## src/rtl/vga_pkg.sv

```systemverilog
// vga_pkg: types and default 640x480@60 timing shared by the VGA
// capture and output blocks.
package vga_pkg;

    typedef logic [2:0] pixel_t;

    typedef enum logic [2:0] {
        IDLE,
        V_BACK,
        H_SYNC,
        H_BACK,
        ACTIVE
    } cap_state_t;

    // Default 640x480 timing, in pixels (horizontal) and lines (vertical)
    localparam int H_ACTIVE = 640;
    localparam int H_FRONT  = 16;
    localparam int H_SYNC_W = 96;
    localparam int H_BACK_W = 48;
    localparam int V_ACTIVE = 480;
    localparam int V_FRONT  = 10;
    localparam int V_SYNC_W = 2;
    localparam int V_BACK_W = 33;

endpackage

```

## src/rtl/vga_edge_det.sv

```systemverilog
// vga_edge_det: registers a sync input once and flags its falling edge.
// Ports: clk, srst (sync, active-high), d (raw input), q (registered
// copy), fall (high for the cycle in which q has just dropped).
module vga_edge_det (
    input  logic clk,
    input  logic srst,
    input  logic d,
    output logic q,
    output logic fall
);

    logic q_d;

    always_ff @(posedge clk) begin
        if (srst) begin
            q   <= 1'b0;
            q_d <= 1'b0;
        end else begin
            q   <= d;
            q_d <= q;
        end
    end

    assign fall = q_d & ~q;

endmodule

```

## src/rtl/vga_capture.sv

```systemverilog
// vga_capture: captures active video from a VGA-style stream and
// emits framebuffer writes two cycles after the pixel is on the pins.
// Ports: clk, srst; width/height/h_back/v_back timing config;
// hsync_in/vsync_in/rgb_in video; enable arms capture;
// X/Y/pixel/wr_en write port; frame_done, busy, err status.
module vga_capture
    import vga_pkg::*;
#(
    parameter int MAX_W = H_ACTIVE,
    parameter int MAX_H = V_ACTIVE
) (
    input  logic       clk,
    input  logic       srst,
    input  logic [9:0] width,
    input  logic [9:0] height,
    input  logic [7:0] h_back,
    input  logic [7:0] v_back,
    input  logic       hsync_in,
    input  logic       vsync_in,
    input  pixel_t     rgb_in,
    input  logic       enable,
    output logic [9:0] X,
    output logic [9:0] Y,
    output pixel_t     pixel,
    output logic       wr_en,
    output logic       frame_done,
    output logic       busy,
    output logic       err
);

    localparam logic [9:0] W_LIM =
        (MAX_W > 1023) ? 10'd1023 : 10'(MAX_W);
    localparam logic [9:0] H_LIM =
        (MAX_H > 1023) ? 10'd1023 : 10'(MAX_H);

    logic       hs_q, hs_fall;
    logic       vs_q, vs_fall;
    pixel_t     rgb_q;
    cap_state_t state;
    cap_state_t fs_state;
    logic [9:0] pcnt, lcnt, wid_l, hgt_l;
    logic [7:0] pb_cnt, vb_cnt, hb_l, vb_l;
    logic       fd_pend;
    logic       w_ok, f_ok, fs_go, line_go;
    logic       wr_now, eol, eof;
    logic [9:0] x_now, wid_now;

    vga_edge_det u_hs (
        .clk  (clk),
        .srst (srst),
        .d    (hsync_in),
        .q    (hs_q),
        .fall (hs_fall)
    );

    vga_edge_det u_vs (
        .clk  (clk),
        .srst (srst),
        .d    (vsync_in),
        .q    (vs_q),
        .fall (vs_fall)
    );

    assign w_ok = (width != 10'd0) && (width <= W_LIM);
    assign f_ok = w_ok && (height != 10'd0) && (height <= H_LIM);
    assign fs_state = (v_back == 8'd0) ? H_SYNC : V_BACK;

    // Frame start: armed start from IDLE, or a premature vsync fall
    // while waiting for a line, which restarts the frame.
    assign fs_go = vs_fall &&
        ((state == IDLE && enable) ||
         (state inside {V_BACK, H_SYNC, H_BACK}));

    // Line start: the hsync fall that opens an active line. The pixel
    // registered in this cycle is the first one after the fall.
    assign line_go = hs_fall && !vs_fall &&
        ((state == H_SYNC) ||
         (state == V_BACK && (vb_cnt + 8'd1) == vb_l));

    // With no horizontal porch the fall cycle already carries X = 0.
    assign wr_now = (state == ACTIVE && !hs_q && !vs_q) ||
                    (line_go && w_ok && h_back == 8'd0);
    assign x_now   = (state == ACTIVE) ? pcnt : 10'd0;
    assign wid_now = (state == ACTIVE) ? wid_l : width;
    assign eol = wr_now && (x_now == wid_now - 10'd1);
    assign eof = eol && (lcnt == hgt_l - 10'd1);

    always_ff @(posedge clk) begin
        if (srst) begin
            rgb_q      <= '0;
            state      <= IDLE;
            pcnt       <= '0;
            lcnt       <= '0;
            wid_l      <= '0;
            hgt_l      <= '0;
            pb_cnt     <= '0;
            vb_cnt     <= '0;
            hb_l       <= '0;
            vb_l       <= '0;
            fd_pend    <= 1'b0;
            X          <= '0;
            Y          <= '0;
            pixel      <= '0;
            wr_en      <= 1'b0;
            frame_done <= 1'b0;
            busy       <= 1'b0;
            err        <= 1'b0;
        end else begin
            rgb_q      <= rgb_in;
            wr_en      <= wr_now;
            pixel      <= wr_now ? rgb_q : '0;
            fd_pend    <= eof;
            frame_done <= fd_pend;
            if (wr_now) begin
                X <= x_now;
                Y <= lcnt;
            end

            if (fs_go) begin
                if (state != IDLE)
                    err <= 1'b1;
                if (f_ok) begin
                    hgt_l  <= height;
                    vb_l   <= v_back;
                    lcnt   <= '0;
                    vb_cnt <= '0;
                    state  <= fs_state;
                    busy   <= 1'b1;
                end else begin
                    err    <= 1'b1;
                    state  <= IDLE;
                    busy   <= 1'b0;
                end
            end else begin
                unique case (state)
                    IDLE: ;
                    V_BACK, H_SYNC: begin
                        if (line_go) begin
                            if (!w_ok) begin
                                err   <= 1'b1;
                                state <= IDLE;
                                busy  <= 1'b0;
                            end else begin
                                wid_l <= width;
                                hb_l  <= h_back;
                                pcnt  <= '0;
                                if (h_back == 8'd0) begin
                                    if (eof) begin
                                        state <= IDLE;
                                        busy  <= 1'b0;
                                    end else if (eol) begin
                                        state <= H_SYNC;
                                        lcnt  <= lcnt + 10'd1;
                                    end else begin
                                        state <= ACTIVE;
                                        pcnt  <= 10'd1;
                                    end
                                end else if (h_back == 8'd1) begin
                                    state <= ACTIVE;
                                end else begin
                                    // fall cycle was porch pixel 0
                                    state  <= H_BACK;
                                    pb_cnt <= 8'd1;
                                end
                            end
                        end else if (hs_fall) begin
                            vb_cnt <= vb_cnt + 8'd1;
                        end
                    end
                    H_BACK: begin
                        if (pb_cnt == hb_l - 8'd1) begin
                            state <= ACTIVE;
                            pcnt  <= '0;
                        end else begin
                            pb_cnt <= pb_cnt + 8'd1;
                        end
                    end
                    ACTIVE: begin
                        if (hs_q || vs_q) begin
                            err   <= 1'b1;
                            state <= IDLE;
                            busy  <= 1'b0;
                        end else if (eof) begin
                            state <= IDLE;
                            busy  <= 1'b0;
                        end else if (eol) begin
                            state <= H_SYNC;
                            lcnt  <= lcnt + 10'd1;
                        end else begin
                            pcnt <= pcnt + 10'd1;
                        end
                    end
                    default: begin
                        state <= IDLE;
                        busy  <= 1'b0;
                    end
                endcase
            end
        end
    end

endmodule
```

## config.mk

```make
export PLATFORM = sky130hd
export DESIGN_NAME = vga_capture
export DESIGN_NICKNAME = d
export VERILOG_FILES = /design/src/rtl/vga_pkg.sv /design/src/rtl/vga_edge_det.sv /design/src/rtl/vga_capture.sv
export SDC_FILE = /design/constraint.sdc
export NUM_CORES = 1
export LEC_CHECK = 0
export CORE_UTILIZATION = 40
export CTS_CLUSTER_DIAMETER = 50
export DETAILED_ROUTE_END_ITERATION = 8
export PLACE_DENSITY_LB_ADDON = 0.1
export REMOVE_ABC_BUFFERS = 1
export SYNTH_ARGS = -nofsm -noshare
export SYNTH_HDL_FRONTEND = slang
export SYNTH_SLANG_ARGS = --single-unit
```

## constraint.sdc

```tcl
create_clock -name clk -period 4.9 [get_ports clk]
set_input_delay 1.225 -clock clk [delete_from_list [all_inputs] [get_ports clk]]
set_output_delay 1.225 -clock clk [all_outputs]
set_load 0.02 [all_outputs]
```

==> results.cfg, run 1 <==
[placed_design]
place.detailed.hpwl_um = 12500
dp_slack_ps = 357
portBuffers = 70
place_congestion = 0.867
place_inst = 1043

[timing]
period_needed_ps = 4200
max_clock_freq_mhz = 238
finalWorstSetupSlack_ps = 704
finalSetupTns_ps = 0
whs_ps = 451
fin_worst_skew_ps = 8.17
hold_viol_final = 0
rsz0062_at_grt = no
worst_pin_slew_ps = 952
finalCritPeriodShare_pct = 85.6
max_slew_margin_pct = 36.0
slew_violations = 0
setup_viol = 0

[min_path]
min_path_type = flip-flop to flip-flop

[run]
max_cap_violations = 0

[global_route]
grt_pass1_wl_um = 28400
grt_max_degree = 89
grt_overflow = 0
antenna_found_initial = 0
grt_use_total_pct = 21.8
grt_pass1_vias = 5797

[critical_path]
reg2reg_from = state[2]
cp.required_ps = 5180
r2r_end = lcnt[1]
critical_path.most_common_cell = o211ai_2
critPathLaunchType = input pin
cp.arrival_ps = 4480
worstSetupEndpoint = lcnt[1]
cpMaxStageDelayCell = clkdlybuf4s50_1
reg2reg_slack_ps = 860
crit_type = input pin to flip-flop
r2r_cells = 11
crit_fanout = 20
cp-end-kind = flip-flop
startpoint = width[0]
cp_slowest_stage_delay_ps = 490
crit_chain = clkdlybuf4s50_1, mux2i_1, ha_1, inv_1, a2111o_1, xnor2_2, o211ai_2, a2111oi_4, o211ai_2, or3b_1, a21oi_1

[logic_synthesis]
synth_top_area_share_pct = 35.1
yosysUniqueCellTypes = 72
synthFlopType = dfxtp_1
synth_top_area_cell = dfxtp_1
synth.area.top_cells = dfxtp_1 (35%), nand2_1 (8.1%), a21oi_1 (6.4%), nand3_1 (3.7%), xor2_1 (3.5%)
synth_warnings = 0
netlist_area_um2 = 6270
ys_seq_elements = 110
synth_area_per_cell_um2 = 7.78
synth_common_cells = nand2_1 (135), dfxtp_1 (110), a21oi_1 (80), clkbuf_1 (48), nand3_1 (46)
synth.most_common_cell = nand2_1
async_reset_ff_share_pct = 0
synth_edf_count = 0
synth_cells = 806
synth-seq-area-share_pct = 35.1

[die]
die_w_um = 127
dieArea_um2 = 16200
row_count = 45
core_area_um2 = 15300
die_h_um = 127
initial_core_util_pct = 41.1
io_pins = 71

[clock_network]
cts.repair.resized = 0
numCtsBuffers = 9
hold_buffers = 0
clock-sinks = 110
clock_path_buffers = 2
cts_tree = done
clk_pin_slew_worst_paths_ps = 70
cts_max_level = 3
cts-root-buf = clkbuf_16
postCtsSetupBuffers = 0
clk-insertion-delay-late_ps = 360

[drt]
avgViaCountPerCell = 5.72
routed_wl_um = 17300
drcViolationCount = 0
dr.pass1.iters = 5
ant_nets = 0
drt-initial-drc-count = 425
num_vias = 6062
wl_per_cell_um = 16.4

[cells_and_area]
drive_gt1_share_pct = 5.19
fin_cells = 1059
area_growth_pct = 18.4
diodes = 0
fin_nets = 894

[pwr]
ir_drop_mv = 0.171
powerDensity_nw_per_um2 = 251
power_leakage_nw = 2.54

[status]
status = completed
per-stage QoR:
| stage | cell area, um^2 | utilization [%] | total power, W |
|---|---|---|---|
| global route | 7430 | 48.7 | 0.00193 |
| global placement | 7090 | 46.5 | 0.00105 |
| finish | 7430 | 48.7 | 0.00186 |
| CTS | 7430 | 48.7 | 0.00189 |
| detailed placement | 7090 | 46.5 | 0.00106 |
| floorplan | 6030 | - | 0.000980 |
cells by family after synthesis:
family	Yosys count	synth area share (%)
multiplexers	9	1.44
buffers and inverters	79	5.15
AND/OR/NAND/NOR	338	26.8
XOR/XNOR	45	6.40
flip-flops	110	35.1
AO/OA/AOI/OAI	216	23.4
adder cells (fa/ha/maj)	9	1.72
registers in the layout, indices dropped and copies added (netlist names), 3 cells and up:
register and cells:
X 10, vb_l 8, hb_l 8, pcnt 10
state 3, pb_cnt 8, wid_l 10, lcnt 10
hgt_l 10, rgb_q 3, vb_cnt 8, Y 10
pixel 3
cell usage in the layout (no fill, tap or decap), drive strengths merged, types with 6 or more instances in the layout:
| master | instances |
|---|---|
| or4 | 8 |
| clkdlybuf4s50 | 69 |
| a21boi | 7 |
| nand4 | 9 |
| o31ai | 8 |
| nor3 | 30 |
| nor2b | 8 |
| nor4 | 20 |
| mux2i | 9 |
| nor2 | 31 |
| a21oi | 81 |
| and3 | 11 |
| o21ai | 38 |
| ha | 7 |
| a32o | 6 |
| o2111ai | 12 |
| a31oi | 8 |
| xor2 | 25 |
| nand3 | 46 |
| or3 | 8 |
| xnor2 | 20 |
| inv | 22 |
| buf | 14 |
| nand2 | 135 |
| a2111o | 10 |
| dfxtp | 110 |
| clkbuf | 13 |
| and2 | 6 |
final cells by class:
cell class | count | area (um^2)
well taps | 211 | 264
multi-input cells | 617 | 3750
repair buffers | 83 | 793
clock inverters | 3 | 65.1
flip-flops and latches | 110 | 2200
fillers | 1514 | 7830
clock buffers | 13 | 270
inverters | 22 | 82.6
critical path, delay by kind of cell:
kind	cells	cell delay, ps
mux	1	180
fa+ha+maj	1	320
buf+inv	2	610
xor+xnor	1	140
simple gates	1	470
compound gates	5	1510
worst min-delay path by stage:
stage | startpoint | end | slack, ps | depth (start not counted)
2_1_floorplan | fd_pend | frame_done | 410 | 1
3_3_place_gp | Y[7] | Y[7] | 440 | 2
3_5_place_dp | rgb_q[0] | pixel[0] | 440 | 1
4_1_cts | Y[4] | Y[4] | 450 | 2
5_1_grt | Y[7] | Y[7] | 470 | 2
6_report | Y[4] | Y[4] | 450 | 2
per-layer routing:
metal  routed length, um  vias up  share of wire (%)  track usage [%]
li1                    -     3014                  -                -
met1                8040     2909                 46             27.3
met2                8500      127                 49             39.0
met3                 605       12                3.5             3.60
met4                 174        0                1.0             5.18
met5                   0        -                  0                0
report_power, final:
group	total (W)	leakage (nW)	internal (W)	switching, W
registers	0.000904	0.888	0.000899	0.00000489
logic	0.000132	1.49	0.0000577	0.0000743
clock network	0.000828	0.166	0.000490	0.000338
(Power assumes the default switching activity.)
==> inputs of run 2 (changes only) <==
==> constraint.sdc (replaced) <==
create_clock -name clk -period 3.9 [get_ports clk]
set_input_delay 0.975 -clock clk [delete_from_list [all_inputs] [get_ports clk]]
set_output_delay 0.975 -clock clk [all_outputs]
set_load 0.02 [all_outputs]
==> run 2 against run 1 <==
Die area did not move. Count of clock-buffer cells in the layout down 4. Wire length increased by 0.65%. Critical path depth is 1 higher. Design area grew 1.9%. Non-clock buffer count rose by 21. Setup slack worse by 380 ps.
==> results.cfg, run 2 (synthesis gave the netlist of run 1 again) <==
[critical_path]
cpMaxStageDelayCell = or4_1
critPathLaunchType = input pin
crit_chain = clkdlybuf4s50_1, mux2i_1, ha_1, buf_4, xor2_1, a21oi_1, nor3_1, nor3_1, a2111o_1, a21oi_2, or4_1, a21oi_1
crit_fanout = 15
cp.arrival_ps = 3870
crit_type = input pin to flip-flop
cp-end-kind = flip-flop
cp.required_ps = 4200
cp_slowest_stage_delay_ps = 560

[pwr]
combPwrFrac_pct = 7.8
power_leakage_nw = 2.64
p_sw_share_pct = 25.4
p_seq_share_pct = 50.9
ir_drop_mv = 0.248
p_int_w = 0.00166
power.share.clock_pct = 41.3
power.switching_w = 0.000566
total_power_w = 0.00223
powerDensity_nw_per_um2 = 295

[drt]
drcViolationCount = 0
routed_wl_um = 17400
dr.pass1.iters = 5
ant_nets = 0
avgViaCountPerCell = 5.67
drt-initial-drc-count = 426
num_vias = 6122
wl_per_cell_um = 16.1

[timing]
hold_viol_final = 0
worst_pin_slew_ps = 806
rsz0062_at_grt = no
setup_viol = 0
whs_ps = 455
slew_violations = 0
max_clock_freq_mhz = 280
max_slew_margin_pct = 46.1
period_needed_ps = 3570
finalSetupTns_ps = 0
finalCritPeriodShare_pct = 91.6
fin_worst_skew_ps = 7.59

[global_route]
grt_max_degree = 50
grt_overflow = 0
grt_use_total_pct = 22.1
grt_pass1_vias = 5777
antenna_found_initial = 0
grt_pass1_wl_um = 28600

[placed_design]
place.detailed.hpwl_um = 12900
portBuffers = 70
place_congestion = 0.881

[cells_and_area]
area_growth_pct = 20.6
nFillCells = 1492
diodes = 0
drive_gt1_share_pct = 7.59
final_util_pct = 49.6
fin_nets = 915
final_common_cell = nand2_1
mostFrequentLayoutCells = nand2_1 (135), dfxtp_1 (110), a21oi_1 (80)

[die]
die_w_um = 127
dieArea_um2 = 16200
die_h_um = 127
initial_core_util_pct = 41.1
row_count = 45
io_pins = 71
core_area_um2 = 15300

[clock_network]
cts_tree = done
clock-sinks = 110
numCtsBuffers = 9
clk_pin_slew_worst_paths_ps = 80
hold_buffers = 0
cts-root-buf = clkbuf_16
clock_path_buffers = 2
clk-insertion-delay-late_ps = 360
cts.repair.resized = 0
cts_max_level = 3
postCtsSetupBuffers = 0

[min_path]
min_path_type = flip-flop to flip-flop

[status]
status = completed

[run]
max_cap_violations = 0
run 2: cell count changes in the layout (fill, tap and decap cells not counted):
cell / change
bufinv_16: -2
inv_6: +2
clkinv_2: -1
buf_4: +20
clkinv_8: +2
clkbuf_8: -3
buf_12: +1
clkbuf_1: -1
clkinv_4: +2
inv_8: +1
run 2: final cells by class:
cell class              count  area, um^2  share of cell area, %
inverters                  22        82.6                   1.09
clock inverters             7        78.8                   1.04
repair buffers            104         963                   12.7
clock buffers               9         225                   2.98
flip-flops and latches    110        2200                   29.1
well taps                 211         264                   3.49
multi-input cells         617        3750                   49.6
run 2: final timing paths:
check                 from      end  slack, ps  cells after the start
hold reg to reg       X[4]     X[4]        450                      2
hold / removal        X[4]     X[4]        450                      2
setup reg to reg  state[0]  pcnt[0]        510                     11
setup / recovery  width[0]  pcnt[9]        330                     12
run 2: critical path, delay by kind of cell:
family	cells	cell delay (ps)
compound gates	4	720
xor+xnor	1	130
fa+ha+maj	1	250
buf+inv	2	710
mux	1	110
simple gates	3	970
run 2: power by group through the flow:
stage                     Combinational [W]  Sequential [W]  Clock [W]
after global placement             0.000170         0.00116          0
after detailed placement           0.000173         0.00116          0
after floorplan                   0.0000679         0.00116          0
final                              0.000174         0.00114   0.000921
after global routing               0.000191         0.00114   0.000999
after CTS                          0.000174         0.00114   0.000951
run 2: through the flow:
| step | cells | instance area (um^2) | setup slack [ps] |
|---|---|---|---|
| after floorplan | 749 | 6030 | 456 |
| after global placement | 1064 | 7260 | 73.0 |
| after detailed placement | 1064 | 7260 | -13.2 |
| after CTS | 1080 | 7560 | 343 |
| after global routing | 1080 | 7560 | 106 |
| final | 1080 | 7560 | 326 |
run 2: metal layers:
layer	GRT usage (%)	routed length [um]	vias to the layer above	share of wire, %
li1	-	-	3046	-
met1	26.7	7800	2904	45
met2	38.9	8560	143	49
met3	4.65	703	29	4.0
met4	7.21	378	0	2.2
met5	0	0	-	0
==> variant 1, RTL diff (flow settings as in run 2) <==
Put one more register stage on the output `err`, without a reset. The value now appears one clock later. The other outputs are not delayed to match.
--- a/src/rtl/vga_capture.sv
+++ b/src/rtl/vga_capture.sv
@@ -35,2 +35,4 @@
 
+    logic err_s0;
+
     logic       hs_q, hs_fall;
@@ -106,3 +108,3 @@
             busy       <= 1'b0;
-            err        <= 1'b0;
+            err_s0     <= 1'b0;
         end else begin
@@ -120,3 +122,3 @@
                 if (state != IDLE)
-                    err <= 1'b1;
+                    err_s0 <= 1'b1;
                 if (f_ok) begin
@@ -129,3 +131,3 @@
                 end else begin
-                    err    <= 1'b1;
+                    err_s0 <= 1'b1;
                     state  <= IDLE;
@@ -139,3 +141,3 @@
                             if (!w_ok) begin
-                                err   <= 1'b1;
+                                err_s0 <= 1'b1;
                                 state <= IDLE;
@@ -179,3 +181,3 @@
                         if (hs_q || vs_q) begin
-                            err   <= 1'b1;
+                            err_s0 <= 1'b1;
                             state <= IDLE;
@@ -201,2 +203,6 @@
 
+    always_ff @(posedge clk) begin
+        err <= err_s0;
+    end
+
 endmodule
Function: changed (Yosys sat finds a counterexample within 4 cycles, from zero or initial values and one cycle with srst high).
==> variant 1 against run 2 <==
Routed wire length is 1.3% lower. Critical endpoint is now lcnt[5]$_SDFFE_PP0P_. Power is 1.8% higher. Synthesized cell count is 0.12% higher. Via count is 0.44% higher. Worst hold slack worse by 0.072 ns. Sequential cell count is 1 higher. Synthesized area is 0.32% higher. Maximum frequency is 1.1% higher. First-iteration DRC count is 12% lower. Final area is 1.0% higher. Clock power is 2.8% higher. Setup slack better by 0.039 ns. Register-to-register slack worse by 0.03 ns.
==> variant 1: results (changes against run 2) <==
| Metric | Value |
|---|---|
| Hold path startpoint | `err_s0$_SDFFE_PP0P_ (was X[4]$_SDFFE_PP0P_)` |
| Layout cell share with drive strength beyond 1 | `0.0843 (was 0.0759)` |
| WHS Path Cells | `0 (was 2)` |
| Number of global-route vias before repair | `5791 (was 5777)` |
| Critical Path AT | `3.83 ns (was 3.87 ns)` |
| Post-Synth XOR/XNOR Area | `0.0638 (was 0.0640)` |
| Leading cell types by count after synthesis | `135 x nand2_1, 111 x dfxtp_1, 80 x a21oi_1 (was 135 x nand2_1, 110 x dfxtp_1, 80 x a21oi_1)` |
| GRT met1 Usage | `0.276 (was 0.267)` |
| RR Startpoint | `state[2]$_SDFFE_PP0P_ (was state[0]$_SDFFE_PP0P_)` |
| GPL Wtd Cong | `0.865 (was 0.881)` |
| Critical Path Max Stage Delay | `0.46 ns (was 0.56 ns)` |
| Hold Path End | `err$_DFF_P_ (was X[4]$_SDFFE_PP0P_)` |
| Mux contribution to synthesized area | `0.0143 (was 0.0144)` |
| Largest net degree at the start of global routing | `89 (was 50)` |
| M3 GR Usage | `0.0452 (was 0.0465)` |
| Worst Path Max Fanout | `19 (was 15)` |
| Met3 WL | `693 um (was 703 um)` |
| Met2 usage | `0.378 (was 0.389)` |
| First-pass GRT wire length | `28.5 mm (was 28.6 mm)` |
| Met2 wire length | `8.35 mm (was 8.56 mm)` |
| DP Cell Count | `1074 (was 1064)` |
| Switching Fraction | `0.242 (was 0.254)` |
| Crit path to | `lcnt[5]$_SDFFE_PP0P_ (was pcnt[9]$_SDFFE_PP0P_)` |
| Leakage Power | `2.68 nW (was 2.64 nW)` |
| Max_slew headroom | `0.364 (was 0.461)` |
| Status | `finished clean (unchanged)` |
-- variant 1: cell types whose count changed after synthesis, sizes merged --
cell	delta
dfxtp	+1
-- variant 1: worst reg2reg max path: cells and delay by family (launching register included) --
kind                       cells  cell delay, ns
buffers and inverters          3            0.47
DFF                            1            0.33
and+or+nand+nor                2            0.63
adders and majority gates      1            0.23
AOI/OAI and AO/OA              5            1.30
muxes                          1            0.24
xor gates and xnor gates       1            0.15
-- variant 1: layout make-up --
type | instances | area [sq um]
timing repair buffer | 113 | 1030
multi-input combinational | 617 | 3750
sequential | 111 | 2220
tap | 211 | 264
clock inverter | 6 | 70.1
fill | 1516 | 7610
inverter | 22 | 82.6
clock buffer | 9 | 225
-- variant 1: power groups by stage --
stage / Combinational, mW / Sequential, mW / Clock (mW)
finish: 0.178 / 1.15 / 0.947
CTS: 0.177 / 1.15 / 0.968
detailed placement: 0.177 / 1.17 / 0
global placement: 0.174 / 1.17 / 0
floorplan: 0.0679 / 1.17 / 0
global route: 0.192 / 1.15 / 1.02
==> variant 2, RTL diff (flow settings as in run 2) <==
Without the edit above. Make the reset (`srst`) asynchronous in 2 clocked blocks.
--- a/src/rtl/vga_edge_det.sv
+++ b/src/rtl/vga_edge_det.sv
@@ -13,3 +13,3 @@
 
-    always_ff @(posedge clk) begin
+    always_ff @(posedge clk or posedge srst) begin
         if (srst) begin
--- a/src/rtl/vga_capture.sv
+++ b/src/rtl/vga_capture.sv
@@ -87,3 +87,3 @@
 
-    always_ff @(posedge clk) begin
+    always_ff @(posedge clk or posedge srst) begin
         if (srst) begin
Behaviour: differs if srst is asserted again (counterexample within 4 cycles, from zero or initial values and one cycle with srst high); with srst held inactive, the same outputs for 4 cycles.
==> variant 2 against run 2 <==
Sequential cell count is the same. Synthesized area shrank 2.3%. Worst hold slack got worse by 0.098 ns. Global-route usage down 2.5 points. Final area down 1.2%. Sequential share of layout area increased by 7.7 points. Setup slack got worse by 0.10 ns. Routed wire length down 17%. Via count shrank 16%. Maximum frequency fell by 2.8%.
Power is not compared: it rests on default switching activity, and its combinational part moved more than twofold at a synthesized area within 25%.
==> variant 2: results (changes against run 2) <==
| Metric | Value |
|---|---|
| Status | `finished clean (unchanged)` |
| Worst hold margin | `0.356 ns (was 0.455 ns)` |
| Reg2reg path depth | `12 (was 11)` |
| Final worst setup slack | `0.225 ns (was 0.326 ns)` |
| Layout Skew | `0.00730 ns (was 0.00759 ns)` |
| Hold path startpoint | `fd_pend$_DFF_PP0_ (was X[4]$_SDFFE_PP0P_)` |
| Reg-to-reg setup timing slack | `0.32 ns (was 0.51 ns)` |
| M3 GR Usage | `0.0255 (was 0.0465)` |
| Fraction of registers with async set or reset after synthesis | `1.00 (was 0)` |
| Slew @ Worst Pin | `0.677 ns (was 0.806 ns)` |
| Number of global-route vias before repair | `5027 (was 5777)` |
| GRT met1 Usage | `0.281 (was 0.267)` |
| DP Cell Count | `925 (was 1064)` |
| Register area share after synthesis | `0.449 (was 0.351)` |
| Post-DP HPWL | `10.8 mm (was 12.9 mm)` |
| Met2 usage | `0.308 (was 0.389)` |
| Initial antenna violation count | `0 (unchanged)` |
| Layout cell share with drive strength beyond 1 | `0.100 (was 0.0759)` |
| Pre-CTS setup slack | `-0.146 ns (was -0.0132 ns)` |
| DP Area | `7170 sq um (was 7260 sq um)` |
| Post-synth cell types | `67 (was 72)` |
| Largest net degree at the start of global routing | `65 (was 50)` |
| Nets | `803 (was 915)` |
| Crit path to | `lcnt[8]$_DFFE_PP0P_ (was pcnt[9]$_SDFFE_PP0P_)` |
| DR WL/cell | `15.5 um (was 16.1 um)` |
| Pre-antenna DRT Iters | `4 (was 5)` |
| Synth top area cells | `dfrtp_1 45%, nand2_1 7.7%, xnor2_1 5.3% (was dfxtp_1 35%, nand2_1 8.1%, a21oi_1 6.4%)` |
| Beginning of the critical path | `h_back[5] (was width[0])` |
| Vias | `5151 (was 6122)` |
| Mapped Cells | `671 (was 806)` |
| DR iter-0 viols | `328 (was 426)` |
| Worst Path Max Fanout | `36 (was 15)` |
| First-pass GRT wire length | `25.3 mm (was 28.6 mm)` |
| GR Util All Layers | `0.196 (was 0.221)` |
## variant 2: cell types whose count changed in the layout (fill, tap and decap cells not counted), sizes merged, moves of 11 or more
cell   delta
xnor2    +17
nor4     -11
a21oi    -56
nand3    -22
dfxtp   -110
nor3     -17
o21ai    +11
dfrtp   +110
mux2     +18
## variant 2: cell families after synthesis
kind of cell | after synthesis | synth area share
fa+ha+maj | 7 | 0.0143
xor+xnor | 53 | 0.0780
buf+inv | 42 | 0.0265
mux | 26 | 0.0461
compound gates | 130 | 0.136
simple gates | 303 | 0.250
flops | 110 | 0.449
## variant 2: cell type report
class | count | area [sq um]
clock inverter | 3 | 42.5
timing repair buffer | 96 | 908
clock buffer | 13 | 260
sequential | 110 | 2750
inverter | 16 | 62.6
multi-input combinational | 519 | 3220
fill | 1395 | 7280
tap | 184 | 230
## variant 2: layer usage
layer	part of all wire	vias to the layer above	wire (um)
li1	-	2559	-
met4	0.014	0	204
met5	0	-	0
met2	0.46	103	6690
met1	0.49	2474	7150
met3	0.034	15	492
